<file path="config.mk">
export PLATFORM = sky130hd
export DESIGN_NAME = bus_sequencer
export DESIGN_NICKNAME = d
export VERILOG_FILES = /design/src/rtl/bus_sequencer.sv
export SDC_FILE = /design/constraint.sdc
export NUM_CORES = 1
export LEC_CHECK = 0
export CORE_MARGIN = 2
export CORE_UTILIZATION = 27
export DETAILED_ROUTE_END_ITERATION = 12
export GPL_TIMING_DRIVEN = 0
export SLEW_MARGIN = 40
export SYNTH_ARGS = -nofsm -noshare
export SYNTH_HDL_FRONTEND = slang
export SYNTH_SLANG_ARGS = --single-unit
</file>
<file path="constraint.sdc">
create_clock -name clk -period 3.2 [get_ports clk]
set_input_delay 0.64 -clock clk [delete_from_list [all_inputs] [get_ports clk]]
set_output_delay 0.64 -clock clk [all_outputs]
set_load 0.01 [all_outputs]
</file>
<file path="src/rtl/bus_sequencer.sv">
// Command-queued sequencer driving bus A/B output enables and load strobes for a register bank.
// Optional range checking of popped commands is enabled by defining BUS_SEQ_RANGE_CHECK_EN.
module bus_sequencer #(
  parameter int NREGS     = 6,
  parameter int IDX_W     = 3,
  parameter int OP_CYCLES = 2,
  parameter int DEPTH     = 4
) (
  input  logic             clk,
  input  logic             rst,
  input  logic             cmd_valid,
  output logic             cmd_ready,
  input  logic [IDX_W-1:0] cmd_src1,
  input  logic [IDX_W-1:0] cmd_src2,
  input  logic [IDX_W-1:0] cmd_dst,
  input  logic             cmd_use_b,
  input  logic             cmd_wr,
  output logic [NREGS-1:0] enable1,
  output logic [NREGS-1:0] enable2,
  output logic [NREGS-1:0] load,
  output logic             done,
  output logic             busy,
  output logic             err
);

  localparam int PTR_W = $clog2(DEPTH);
  localparam int CNT_W = (OP_CYCLES > 1) ? $clog2(OP_CYCLES) : 1;
  localparam logic [CNT_W-1:0] LAST_CNT = CNT_W'(OP_CYCLES - 1);
  localparam logic [PTR_W:0]   FULL_CNT = (PTR_W + 1)'(DEPTH);
  localparam logic [IDX_W:0]   NREGS_W  = (IDX_W + 1)'(NREGS);

`ifdef BUS_SEQ_RANGE_CHECK_EN
  localparam bit RANGE_CHECK = 1'b1;
`else
  localparam bit RANGE_CHECK = 1'b0;
`endif

  typedef struct packed {
    logic [IDX_W-1:0] src1;
    logic [IDX_W-1:0] src2;
    logic [IDX_W-1:0] dst;
    logic             use_b;
    logic             wr;
  } cmd_t;

  typedef enum logic [1:0] {
    ST_IDLE,
    ST_RUN,
    ST_REJ
  } state_t;

  cmd_t             fifo_q [DEPTH];
  logic [PTR_W-1:0] wr_ptr_q, wr_ptr_d;
  logic [PTR_W-1:0] rd_ptr_q, rd_ptr_d;
  logic [PTR_W:0]   count_q, count_d;
  state_t           state_q, state_d;
  logic [CNT_W-1:0] cnt_q, cnt_d;
  cmd_t             cur_q, cur_d;
  logic [NREGS-1:0] enable1_q, enable1_d;
  logic [NREGS-1:0] enable2_q, enable2_d;
  logic [NREGS-1:0] load_q, load_d;
  logic             done_q, done_d;
  logic             err_q, err_d;

  cmd_t cmd_in;
  cmd_t head;
  logic push, pop, launch_slot, reject, run_d;

  function automatic logic [NREGS-1:0] onehot(input logic [IDX_W-1:0] idx);
    logic [NREGS-1:0] v;
    v = '0;
    for (int i = 0; i < NREGS; i++) begin
      if (idx == IDX_W'(i)) v[i] = 1'b1;
    end
    return v;
  endfunction

  function automatic logic in_range(input logic [IDX_W-1:0] idx);
    return {1'b0, idx} < NREGS_W;
  endfunction

  assign cmd_in    = '{cmd_src1, cmd_src2, cmd_dst, cmd_use_b, cmd_wr};
  assign cmd_ready = (count_q != FULL_CNT);
  assign busy      = (state_q != ST_IDLE) || (count_q != '0);

  always_comb begin
    // NOTE: every variable gets a default before any branch so no path leaves it unassigned (no latch).
    state_d   = state_q;
    cnt_d     = cnt_q;
    cur_d     = cur_q;
    wr_ptr_d  = wr_ptr_q;
    rd_ptr_d  = rd_ptr_q;
    count_d   = count_q;
    enable1_d = '0;
    enable2_d = '0;
    load_d    = '0;

    head        = fifo_q[rd_ptr_q];
    push        = cmd_valid && cmd_ready;
    // A new command may launch from idle, after a reject slot, or on the last RUN cycle.
    launch_slot = (state_q == ST_IDLE) || (state_q == ST_REJ) ||
                  ((state_q == ST_RUN) && (cnt_q == LAST_CNT));
    pop         = launch_slot && (count_q != '0);
    reject      = RANGE_CHECK && (!in_range(head.src1) ||
                                  (head.use_b && !in_range(head.src2)) ||
                                  (head.wr && !in_range(head.dst)));

    if (push) wr_ptr_d = wr_ptr_q + PTR_W'(1);
    if (pop)  rd_ptr_d = rd_ptr_q + PTR_W'(1);
    case ({push, pop})
      2'b10:   count_d = count_q + (PTR_W + 1)'(1);
      2'b01:   count_d = count_q - (PTR_W + 1)'(1);
      default: count_d = count_q;
    endcase

    if (pop) begin
      cur_d   = head;
      cnt_d   = '0;
      state_d = reject ? ST_REJ : ST_RUN;
    end else if ((state_q == ST_RUN) && (cnt_q != LAST_CNT)) begin
      cnt_d = cnt_q + CNT_W'(1);
    end else begin
      state_d = ST_IDLE;
    end

    // Strobes are computed from the next state so they can be registered without extra latency.
    run_d  = (state_d == ST_RUN);
    done_d = run_d && (cnt_d == LAST_CNT);
    err_d  = (state_d == ST_REJ);
    if (run_d) begin
      enable1_d = onehot(cur_d.src1);
      if (cur_d.use_b) enable2_d = onehot(cur_d.src2);
    end
    if (done_d && cur_d.wr) load_d = onehot(cur_d.dst);
  end

  always_ff @(posedge clk) begin
    // NOTE: sequential state uses non-blocking assignments so all flops update from pre-edge values.
    if (rst) begin
      wr_ptr_q  <= '0;
      rd_ptr_q  <= '0;
      count_q   <= '0;
      state_q   <= ST_IDLE;
      cnt_q     <= '0;
      cur_q     <= '0;
      enable1_q <= '0;
      enable2_q <= '0;
      load_q    <= '0;
      done_q    <= 1'b0;
      err_q     <= 1'b0;
    end else begin
      wr_ptr_q  <= wr_ptr_d;
      rd_ptr_q  <= rd_ptr_d;
      count_q   <= count_d;
      state_q   <= state_d;
      cnt_q     <= cnt_d;
      cur_q     <= cur_d;
      enable1_q <= enable1_d;
      enable2_q <= enable2_d;
      load_q    <= load_d;
      done_q    <= done_d;
      err_q     <= err_d;
    end
  end

  // NOTE: the FIFO storage is not reset; entries are only read after being written, and count guards them.
  always_ff @(posedge clk) begin
    if (push) fifo_q[wr_ptr_q] <= cmd_in;
  end

  assign enable1 = enable1_q;
  assign enable2 = enable2_q;
  assign load    = load_q;
  assign done    = done_q;
  assign err     = err_q;

endmodule

</file>
==> flow_metrics.env, run 1 <==
export IMPL_ys_warn_count=0
export IMPL_min_path_type="reg2reg"
export IMPL_clk_latency_ps=330
export IMPL_grt_pass1_vias=1727
export IMPL_setup_ws_ps=654
export IMPL_cp_max_fo=10
export IMPL_synthArstFlopShare_pct=0
export IMPL_synthCells=214
export IMPL_rsz0062_at_grt="no"
export IMPL_clkTransAtPathRegs_ps=60
export IMPL_detail_route_vias_per_cell=4.39
export IMPL_antenna_cells=0
export IMPL_crit_path_frequent_cell="inv_1"
export IMPL_dp_hpwl_mm=3.91
export IMPL_synth_main_ff_cell="edfxtp_1"
export IMPL_post_cts_resized=0
export IMPL_vias=1792
export IMPL_ant_nets=0
export IMPL_ios=36
export IMPL_hold_viol_final=0
export IMPL_yosysUniqueCellTypes=36
export IMPL_finalCritPeriodShare_pct=79.5
export IMPL_slew_violations=0
export IMPL_io_buffers=34
export IMPL_drc=0
export IMPL_critPathCaptureType="register"
export IMPL_fin_nets=280
export IMPL_core_area_um2=11600
export IMPL_clock_path_buffers=2
export IMPL_min_path_cells=2
export IMPL_worstRegToRegCells=11
export IMPL_area_growth_pct=25.9
export IMPL_grt_pass1_wl_mm=8.97
export IMPL_crit_path_cell_trace="nand2b_1, a21o_2, inv_1, buf_4, buf_6, ha_1, inv_1, fa_1, xor2_1, or3_1, a21oi_1"
export IMPL_drt_pass1_iterations=4
export IMPL_grt_max_degree=15
export IMPL_crit_path_start_kind="register"
export IMPL_arrival_ps=2810
export IMPL_ys_ff_latch=87
export IMPL_die_w_um=114
export IMPL_grt_usage_pct=9.43
export IMPL_reg2reg_to="count_q[2]$_SDFFE_PP0P_"
export IMPL_synth_largest_area_cell="edfxtp_1"
export IMPL_reg2reg_setup_slack_ps=650
export IMPL_slowest_stage="fa_1"
export IMPL_path_class="reg2reg"
export IMPL_skew_ps=6.63
export IMPL_numClockSinks=87
export IMPL_grt_ovfl_total=0
export IMPL_ir_worst_vdd_uv=309
export IMPL_p_total_w=0.00356
export IMPL_max_stage_delay_ps=380
export IMPL_finalWirelength_mm=5.72
export IMPL_outcome="finished clean"
export IMPL_root_buffer="clkbuf_16"
export IMPL_place_congestion=0.682
export IMPL_synth_top_area_share_pct=40.8
export IMPL_setup_tns_ps=0
export IMPL_register_area_um2=2180
export IMPL_drive_above_1_share_pct=10.6
export IMPL_synth_area_um2=3240
export IMPL_start_util_pct=28.0
export IMPL_dieArea_um2=12900
export IMPL_preCtsSetupSlack_ps=519
export IMPL_fmax_mhz=393
export IMPL_dp_cells=392
export IMPL_cts_setup_buffers=0
export IMPL_slew_headroom_pct=55.4
export IMPL_antenna_found_initial=0
export IMPL_r2r_start="state_q[1]$_SDFF_PP0_"
export IMPL_fp_dieH_um=114
export IMPL_numCtsBuffers=9
export IMPL_layout_common_cells="edfxtp_1 (44), dfxtp_1 (43), clkdlybuf4s50_1 (34), nor2_1 (19), nor3_1 (16)"
export IMPL_synth_edf_count=44
export IMPL_ctsHoldBuffers=0
export IMPL_power_leakage_nw=1.43
export IMPL_ys_seq_area_share_pct=67.4
export IMPL_worst_slew_pin_slew_ps=669
export IMPL_layout_commonest_cell="edfxtp_1"
export IMPL_synth_area_leaders="edfxtp_1 (41%), dfxtp_1 (27%), mux4_1 (7.3%)"
export IMPL_avgSynthCellArea_um2=15.1
export IMPL_finalCriticalPeriod_ps=2550
export IMPL_multi_input_area_um2=970
export IMPL_rows=39
export IMPL_powerDensity_nw_per_um2=873
export IMPL_min_from="rd_ptr_q[1]$_SDFFE_PP0N_"
export IMPL_fin_cells=408
export IMPL_h_tree_depth=3
export IMPL_drt_iter0_drc=116
export IMPL_maxCapViolations=0
export IMPL_cts_tree="built"
export IMPL_nFillCells=1110
export IMPL_finalSetupViolCount=0
export IMPL_detail_route_wl_per_cell_um=14.0
export IMPL_required_ps=3460
-- metrics by stage --
stage          hold slack (ps)  utilization (%)  area, µm²
5_1_grt                    513             35.2       4080
2_1_floorplan              458                -       3240
3_3_place_gp               474             32.5       3760
6_report                   498             35.2       4080
4_1_cts                    498             35.2       4080
3_5_place_dp               483             32.5       3760
-- registers in the layout (all words and copies together), names as in the netlist, named ones only --
register	cells
cnt_q	1
fifo_q	44
state_q	2
count_q	3
err	1
rd_ptr_q	2
enable1	6
wr_ptr_q	2
load	6
enable2	6
cur_q	11
done	1
-- cell type report --
cell class | instances | area share (%)
clock inverters | 6 | 2.09
multi-input cells | 109 | 23.8
repair buffers | 34 | 8.35
inverters | 12 | 1.11
flip-flops and latches | 87 | 53.5
plain buffers | 7 | 1.11
clock buffers | 10 | 5.62
well taps | 143 | 4.39
-- worst max-delay path by stage --
stage / from / endpoint / slack (ps)
global placement: cmd_valid / count_q[2]$_SDFFE_PP0P_ / 570
CTS: state_q[1]$_SDFF_PP0_ / count_q[2]$_SDFFE_PP0P_ / 640
floorplan: state_q[1]$_SDFF_PP0_ / count_q[2]$_SDFFE_PP0P_ / 860
finish: state_q[1]$_SDFF_PP0_ / count_q[2]$_SDFFE_PP0P_ / 650
detailed placement: cmd_valid / count_q[2]$_SDFFE_PP0P_ / 520
global route: state_q[1]$_SDFF_PP0_ / count_q[2]$_SDFFE_PP0P_ / 480
-- kinds of logic (layout without fill, tap and decap cells) --
group / count (synthesis) / after routing / share of synthesized area (%)
DFF: 87 / 87 / 67.4
adders and majority gates: 6 / 6 / 2.55
AOI/OAI and AO/OA: 12 / 12 / 2.70
and+or+nand+nor: 57 / 57 / 9.20
other: 1 / 2 / 0.116
buffers and inverters: 19 / 69 / 2.78
muxes: 28 / 28 / 14.2
xor gates and xnor gates: 4 / 4 / 1.08
-- worst max-delay path: cells and delay by family (launching register included) --
family | cells | cell delay (ps)
adder cells (fa/ha/maj) | 2 | 570
buffers and inverters | 4 | 540
XOR/XNOR | 1 | 160
AO/OA/AOI/OAI | 2 | 380
AND/OR/NAND/NOR | 2 | 480
flip-flops | 1 | 350
-- cells in the mapped netlist, drive strengths merged (4+ instances only) --
| cell | count |
|---|---|
| edfxtp | 44 |
| dfxtp | 43 |
| nor2 | 19 |
| nor3 | 17 |
| inv | 12 |
| mux2i | 11 |
| mux4 | 11 |
| mux2 | 6 |
| and3 | 5 |
| ha | 5 |
| a21oi | 4 |
| clkbuf | 4 |
-- power breakdown --
group          internal [W]  leakage [nW]  switching [W]
logic              0.000486         0.532       0.000550
clock network      0.000680         0.146       0.000399
registers           0.00136         0.755      0.0000863
-- routing by layer --
metal  vias to the layer above  wire [µm]  global-route usage, %
met1                       855       2630                   11.7
met4                         0         43                   3.41
met3                         4        297                   3.83
met5                         -          0                      0
met2                        40       2750                   14.9
li1                        893          -                      -
No activity file was read; power rests on OpenSTA's default activity.
==> run 2: changes to the inputs <==
==> constraint.sdc (replaced) <==
create_clock -name clk -period 2.5 [get_ports clk]
set_input_delay 0.5 -clock clk [delete_from_list [all_inputs] [get_ports clk]]
set_output_delay 0.5 -clock clk [all_outputs]
set_load 0.01 [all_outputs]
==> flow_metrics.env, run 2 (synthesis gave the netlist of run 1 again) <==
export IMPL_outcome="finished clean"
export IMPL_ir_worst_vdd_uv=392
export IMPL_fin_nets=280
export IMPL_cts_tree="built"
export IMPL_layout_commonest_cell="edfxtp_1"
export IMPL_reg2reg_to="count_q[2]$_SDFFE_PP0P_"
export IMPL_maxCapViolations=0
export IMPL_reg2reg_setup_slack_ps=120
export IMPL_h_tree_depth=3
export IMPL_arrival_ps=2640
export IMPL_powerDensity_nw_per_um2=1120
export IMPL_finalWirelength_mm=5.78
export IMPL_place_congestion=0.682
export IMPL_ant_nets=0
export IMPL_max_stage_delay_ps=430
export IMPL_final_util_pct=35.3
export IMPL_drt_pass1_iterations=4
export IMPL_crit_path_frequent_cell="inv_1"
export IMPL_clk_latency_ps=330
export IMPL_finalCriticalPeriod_ps=2380
export IMPL_detail_route_vias_per_cell=4.37
export IMPL_worstRegToRegCells=9
export IMPL_grt_pass1_wl_mm=9.00
export IMPL_rsz0062_at_grt="no"
export IMPL_clock_path_buffers=2
export IMPL_p_total_w=0.00458
export IMPL_hold_viol_final=0
export IMPL_required_ps=2760
export IMPL_min_path_type="reg2reg"
export IMPL_die_w_um=114
export IMPL_rows=39
export IMPL_detail_route_wl_per_cell_um=14.2
export IMPL_cp_startpoint="count_q[2]$_SDFFE_PP0P_"
export IMPL_placed_area_um2=3760
export IMPL_reg_top3="fifo_q x44, cur_q x11"
export IMPL_nFillCells=1110
export IMPL_fin_cells=408
export IMPL_path_class="reg2reg"
export IMPL_slew_violations=0
export IMPL_io_buffers=34
export IMPL_finalSetupViolCount=0
export IMPL_final_area_um2=4080
export IMPL_drive_above_1_share_pct=12.1
export IMPL_clkTransAtPathRegs_ps=60
export IMPL_skew_ps=6.95
export IMPL_grt_ovfl_total=0
export IMPL_grt_max_degree=15
export IMPL_crit_path_start_kind="register"
export IMPL_dp_hpwl_mm=3.91
export IMPL_power_leakage_nw=1.43
export IMPL_r2r_start="count_q[2]$_SDFFE_PP0P_"
export IMPL_critPathCaptureType="register"
export IMPL_setup_tns_ps=0
export IMPL_worst_slew_pin_slew_ps=658
export IMPL_grt_usage_pct=9.46
export IMPL_top_register="fifo_q"
export IMPL_largest_reg_flops=44
export IMPL_crit_path_cell_trace="or3b_4, and2_1, inv_1, ha_2, inv_1, fa_1, xor2_1, or3_1, a21oi_1"
export IMPL_ios=36
export IMPL_drt_iter0_drc=107
export IMPL_finalCritPeriodShare_pct=95.2
export IMPL_numClockSinks=87
export IMPL_antenna_found_initial=0
export IMPL_start_util_pct=28.0
export IMPL_numCtsBuffers=9
export IMPL_fp_dieH_um=114
export IMPL_vias=1784
export IMPL_dieArea_um2=12900
export IMPL_layout_common_cells="edfxtp_1 (44), dfxtp_1 (41), clkdlybuf4s50_1 (34), nor2_1 (19), nor3_1 (16)"
export IMPL_area_growth_pct=26.1
export IMPL_dp_cells=392
export IMPL_slowest_stage="or3b_4"
export IMPL_drc=0
export IMPL_cp_max_fo=6
export IMPL_root_buffer="clkbuf_16"
export IMPL_fmax_mhz=420
export IMPL_slew_headroom_pct=56.1
export IMPL_crit_path_end="count_q[2]$_SDFFE_PP0P_"
export IMPL_grt_pass1_vias=1732
export IMPL_antenna_cells=0
export IMPL_core_area_um2=11600
[run 2: changes by cell type in the layout (fill, tap and decap cells not counted)]
| cell | delta |
|---|---|
| ha_1 | -1 |
| or3b_4 | +1 |
| or3b_1 | -1 |
| ha_2 | +1 |
| dfxtp_2 | +2 |
| dfxtp_1 | -2 |
[run 2: power by group]
group,internal [W],switching [W],leakage [nW]
sequential,0.00174,0.000112,0.755
clock,0.000870,0.000516,0.146
combinational,0.000631,0.000711,0.533
total,0.00324,0.00134,1.43
[run 2: routing by layer]
layer | track usage (%) | wire length, µm | up-vias
met4 | 3.41 | 43 | 0
met5 | 0 | 0 | -
li1 | - | - | 888
met1 | 11.7 | 2730 | 855
met3 | 3.83 | 277 | 5
met2 | 15.0 | 2720 | 36
[run 2: what timing repair did]
item,4_1_cts,5_1_grt
resized for setup,2,4
endpoints found under the setup margin,1,1
buffers inserted,1,0
hold buffers,0,0
[run 2: final cells by class]
cell class              count  area (µm²)  share of cell area, %
flip-flops and latches     87        2180                   53.5
multi-input cells         109         975                   23.9
repair buffers             35         348                   8.52
clock buffers              10         229                   5.61
well taps                 143         179                   4.38
clock inverters             6        85.1                   2.08
inverters                  12        45.0                   1.10
plain buffers               6        37.5                  0.919
[run 2: how the worst min path moves through the flow]
stage | endpoint | slack [ps] | start | depth (start not counted)
after floorplan | load[4]$_SDFF_PP0_ | 460 | cur_q[4]$_SDFF_PP0_ | 2
after global placement | rd_ptr_q[1]$_SDFFE_PP0N_ | 470 | rd_ptr_q[1]$_SDFFE_PP0N_ | 2
after detailed placement | rd_ptr_q[1]$_SDFFE_PP0N_ | 480 | rd_ptr_q[1]$_SDFFE_PP0N_ | 2
after CTS | rd_ptr_q[1]$_SDFFE_PP0N_ | 500 | rd_ptr_q[1]$_SDFFE_PP0N_ | 2
after global routing | rd_ptr_q[1]$_SDFFE_PP0N_ | 510 | rd_ptr_q[1]$_SDFFE_PP0N_ | 2
final | register | 500 | rd_ptr_q[1]$_SDFFE_PP0N_ | 2
[run 2: critical path: cells and delay by family (launching register included)]
kind                       cells  cell delay [ps]
DFF                            1              370
adders and majority gates      2              560
AOI/OAI and AO/OA              1              130
xor gates and xnor gates       1              160
buffers and inverters          2              140
and+or+nand+nor                3              940
[run 2: stage by stage]
stage | hold slack, ps | setup slack [ps]
after global placement | 474 | 11.6
after floorplan | 458 | 161
after CTS | 498 | 60.6
after global routing | 513 | 14.6
after detailed placement | 483 | -48.0
final | 497 | 120
